## src/rtl/exe_cdb_arb.sv

```systemverilog
// ---------------------------------------------------------------------------
// exe_cdb_arb
//   Common-data-bus writeback arbiter. Up to CH execution units (ALU, DIV,
//   FPU, FDIV, CSR, MEM, ...) compete for a single registered broadcast
//   stage. One channel is granted per cycle whenever the broadcast stage is
//   free, and its tag/data appear on the bus on the following edge.
//
// Parameters
//   DATA  writeback data width per channel
//   TAG   reorder-buffer tag width
//   CH    number of writeback channels (2..16)
//   RR    1 = round-robin, 0 = fixed priority (lowest index wins)
//
// Ports
//   clk        clock, all state on the rising edge
//   reset      synchronous, active-high
//   wb_req_    per-channel request, active-low
//   wb_tag     per-channel tag,  channel i at [i*TAG  +: TAG]
//   wb_data    per-channel data, channel i at [i*DATA +: DATA]
//   wb_ack_    per-channel grant, active-low, combinational, one-hot-low
//   cdb_stall  consumer back-pressure, active-high
//   cdb_valid  registered bus valid
//   cdb_tag    registered broadcast tag
//   cdb_data   registered broadcast data
//   cdb_src    registered index of the granted channel
// ---------------------------------------------------------------------------
module exe_cdb_arb #(
    parameter int DATA = 32,
    parameter int TAG  = 6,
    parameter int CH   = 6,
    parameter int RR   = 1
) (
    input  logic                     clk,
    input  logic                     reset,
    input  logic [CH-1:0]            wb_req_,
    input  logic [CH*TAG-1:0]        wb_tag,
    input  logic [CH*DATA-1:0]       wb_data,
    output logic [CH-1:0]            wb_ack_,
    input  logic                     cdb_stall,
    output logic                     cdb_valid,
    output logic [TAG-1:0]           cdb_tag,
    output logic [DATA-1:0]          cdb_data,
    output logic [$clog2(CH)-1:0]    cdb_src
);

    localparam int SW = $clog2(CH);

    logic [CH-1:0] req;
    logic          free;
    logic          gnt_any;
    logic [SW-1:0] gnt_idx;
    logic [SW-1:0] ptr;

    assign req  = ~wb_req_;
    // A held broadcast only blocks new grants while the consumer stalls it.
    assign free = !cdb_valid || !cdb_stall;

    // Round-robin as a two-pass priority search: first the channels at or
    // above ptr, then wrap around from channel 0. In fixed mode the first
    // pass already covers every channel, so the second never fires.
    always_comb begin
        gnt_any = 1'b0;
        gnt_idx = '0;
        if (!reset && free) begin
            for (int i = 0; i < CH; i++) begin
                if (!gnt_any && req[i] && (RR == 0 || i >= int'(ptr))) begin
                    gnt_any = 1'b1;
                    gnt_idx = SW'(i);
                end
            end
            for (int i = 0; i < CH; i++) begin
                if (!gnt_any && req[i]) begin
                    gnt_any = 1'b1;
                    gnt_idx = SW'(i);
                end
            end
        end
    end

    always_comb begin
        wb_ack_ = '1;
        if (gnt_any) wb_ack_[gnt_idx] = 1'b0;
    end

    always_ff @(posedge clk) begin
        if (reset) begin
            cdb_valid <= 1'b0;
            cdb_tag   <= '0;
            cdb_data  <= '0;
            cdb_src   <= '0;
            ptr       <= '0;
        end else if (free) begin
            cdb_valid <= gnt_any;
            // Payload registers only move on a grant; an idle free cycle
            // just drops valid and leaves the last broadcast visible.
            if (gnt_any) begin
                cdb_tag  <= wb_tag[gnt_idx*TAG +: TAG];
                cdb_data <= wb_data[gnt_idx*DATA +: DATA];
                cdb_src  <= gnt_idx;
                if (RR != 0)
                    ptr <= (gnt_idx == SW'(CH-1)) ? '0 : gnt_idx + SW'(1);
            end
        end
    end

endmodule

```

## config.mk

```make
export PLATFORM = sky130hd
export DESIGN_NAME = exe_cdb_arb
export DESIGN_NICKNAME = d
export VERILOG_FILES = /design/src/rtl/exe_cdb_arb.sv
export SDC_FILE = /design/constraint.sdc
export NUM_CORES = 1
export LEC_CHECK = 0
export ABC_AREA = 0
export BUFFER_PORTS_ARGS = -buffer_cell sky130_fd_sc_hd__clkbuf_2
export CORE_AREA = 2 2 112 114
export DETAILED_ROUTE_END_ITERATION = 16
export DIE_AREA = 0 0 114 116
export PLACE_DENSITY = 0.66
export SYNTH_ARGS = -nofsm -noshare
export SYNTH_HDL_FRONTEND = slang
export SYNTH_SLANG_ARGS = --single-unit
```

## constraint.sdc

```tcl
create_clock -name clk -period 2.85 [get_ports clk]
set_input_delay 0.1425 -clock clk [delete_from_list [all_inputs] [get_ports clk]]
set_output_delay 0.1425 -clock clk [all_outputs]
set_load 0.02 [all_outputs]
```

==> results.txt <==
Nets: 885
Peak supply drop: 0.218 mV
Worst-path clk slew: 0.06 ns
CP most frequent cell: nand2_1
CP Buf/Inv Count: 2
Placed Area: 4940 µm²
Rel. slew slack: 0.217
GRT Util Overall: 0.186
Io pins: 285
Setup TNS Final: 0 ns
Global-route wire length before repair: 19,900 µm
Post-synth EDFFs: 0
Final instance area: 5070 µm²
DR iter-0 viols: 315
Diodes inserted: 0
Worst-Skew Late Latency: 0.28 ns
Seq/Total Area, Yosys: 0.266
Share of cells above drive strength 1: 0.495
H-tree Lvls: 2
TritonCTS clock tree: built
CTS root buffer: clkbuf_16
Die area: 13,200 µm²
Pwr Density: 512 nW/µm²
Fin crit period: 2.59 ns
Most common cell in the netlist: dfxtp_1
Vias per std cell: 5.34
Post-DP HPWL: 10,600 µm
Yosys warnings: 0
Final Non-Filler Cells: 794
Die extent in y: 116 µm
Fmax achieved: 386 MHz
Unique masters post-synth: 36
Critical Path RT: 2.71 ns
LEAKAGE: 2.68 nW
Core Util, Final: 0.426
CP endpoint kind: primary output
# placed instances: 788
Routed Antenna Nets: 0
Starting Density: 0.285
Worst EP arrival: 2.45 ns
Tcrit/Tclk final: 0.909
Synth cell count leaders: 45 x dfxtp_1, 42 x a22oi_1, 36 x o211ai_1
Clock Skews: 0.00824 ns
Row count: 40
Syn Inst Count: 382
CTS Buf Count: 5
Multi-input gate area: 2310 µm²
Synth area leaders: dfxtp_1 27%, mux2_1 12%, mux2i_1 10%
Synth Cell Area: 3390 µm²
Gpl congestion: 0.844
Register bit total from synthesis: 45
Initial antenna violation count: 0
Largest net degree at the start of global routing: 48
Setup CP Type: reg -> out
Max-Cap Viols: 0
Sequential cell area: 901 µm²
Number of global-route vias before repair: 4,224
Area added between synthesis and finish: 49.5%
Endpoints failing hold: 0
Via count: 4,237
Avg WL per Cell: 16.7 µm
Number of port buffers: 284
RSZ-0062 raised after global routing: false
Worst-path maximum fanout: 47
CTS Buffer Depth: 2
Worst Tran Pin Value: 1.16 ns
Post-CTS Setup Inserts: 0
Clock sinks: 45
Final setup fails: 0
Max incr delay on CP: 0.54 ns
CP startpoint kind: flip-flop
Synth top area share: 0.266
Die width: 114 µm
Top FF cell, synth: dfxtp_1
Overflow after GRT: 0
Critical-path cell list: a22oi_1, nand2_1, nand2_1, o311a_4, buf_12, nor2_1, nand2_1, clkbuf_2
Pre-Repair DR Iteration Count: 4
Core Box Area: 11,900 µm²
Asr flop ratio synth: 0
Post-CTS resize count: 0
Syn Area/Cell: 8.87 µm²
Slowest CP cell: dfxtp_1
Status: finished, final reports clean
Max-slew violations: 0
Post-Syn Nets: 619
Post-CTS Hold Fix Bufs: 0
Crit path max-delay family: compound AO/OA/AOI/OAI gates
Residual DRC: 0
Worst Hold Class: in -> reg
Layout fillers: 1,167
Synth area leader: dfxtp_1
Total wire length: 13,300 µm
-- logic make-up (layout without fill, tap and decap cells) --
| kind of cell | count (synthesis) | count (layout) | share of synthesized area |
|---|---|---|---|
| AO/OA/AOI/OAI | 141 | 141 | 0.296 |
| AND/OR/NAND/NOR | 79 | 79 | 0.126 |
| multiplexers | 78 | 78 | 0.247 |
| flip-flops | 45 | 45 | 0.266 |
| buffers and inverters | 39 | 304 | 0.0646 |
-- power by group --
group / leakage, nW / total [mW] / internal (mW) / switching, mW
clock network: 0.0655 / 0.541 / 0.313 / 0.228
registers: 0.374 / 0.846 / 0.765 / 0.0806
logic: 2.24 / 1.21 / 0.523 / 0.684
-- metrics by stage --
step	total power, mW	setup WS (ns)	hold slack (ns)
2_1_floorplan	1.62	0.741	0.290
3_3_place_gp	2.05	0.420	0.380
3_5_place_dp	2.07	0.291	0.386
4_1_cts	2.64	0.258	0.0909
5_1_grt	2.76	0.0718	0.102
6_report	2.59	0.259	0.0972
-- worst min-delay path: stages --
cell	delay [ns]
clkbuf_2	0.08
a31oi_1	0.06
o211ai_1	0.06
-- sequential cells by signal (all words and copies together) (netlist names) --
name and flops:
cdb_data 32, cdb_src 3, cdb_tag 6, cdb_valid 1, ptr 3
-- layout make-up --
type / count / share of cell area
clock buffers: 5 / 0.0247
clock inverters: 1 / 0.000987
inverters: 2 / 0.00148
multi-input cells: 298 / 0.456
flip-flops and latches: 45 / 0.178
well taps: 147 / 0.0363
repair buffers: 296 / 0.303
-- routing by layer --
metal  wire (µm)  GRT usage  share of wire
met3        1010     0.0382          0.076
met1        5230      0.213           0.39
met4         188     0.0626          0.014
met2        6830      0.345           0.52
met5           0          0              0
-- placed cells by master, fill, tap and decap left out, types with 2 or more instances in the layout --
| cell | count |
|---|---|
| and2_1 | 2 |
| o21ai_0 | 5 |
| a22oi_1 | 42 |
| clkbuf_2 | 284 |
| mux2i_1 | 35 |
| mux2_1 | 35 |
| nand2_1 | 17 |
| nand2b_1 | 8 |
| a21oi_1 | 11 |
| buf_4 | 10 |
| and3_1 | 34 |
| mux2_2 | 7 |
| o211ai_1 | 36 |
| nor2_4 | 2 |
| o221ai_1 | 3 |
| clkbuf_16 | 5 |
| buf_12 | 2 |
| nor3_1 | 2 |
| nor2_1 | 7 |
| nand2_2 | 2 |
| a31oi_1 | 35 |
| dfxtp_1 | 45 |
-- worst paths after layout --
check	from	to	slack, ns	depth (start not counted)
worst max-delay path	ptr[2]	wb_ack_[1]	0.26	8
worst min-delay path	wb_tag[24]	cdb_tag[0]	0.1	3
worst max register to register	ptr[2]	cdb_tag[3]	0.28	8
worst min register to register	cdb_src[0]	cdb_src[0]	0.47	2
Power figures use the tool's default switching activity.
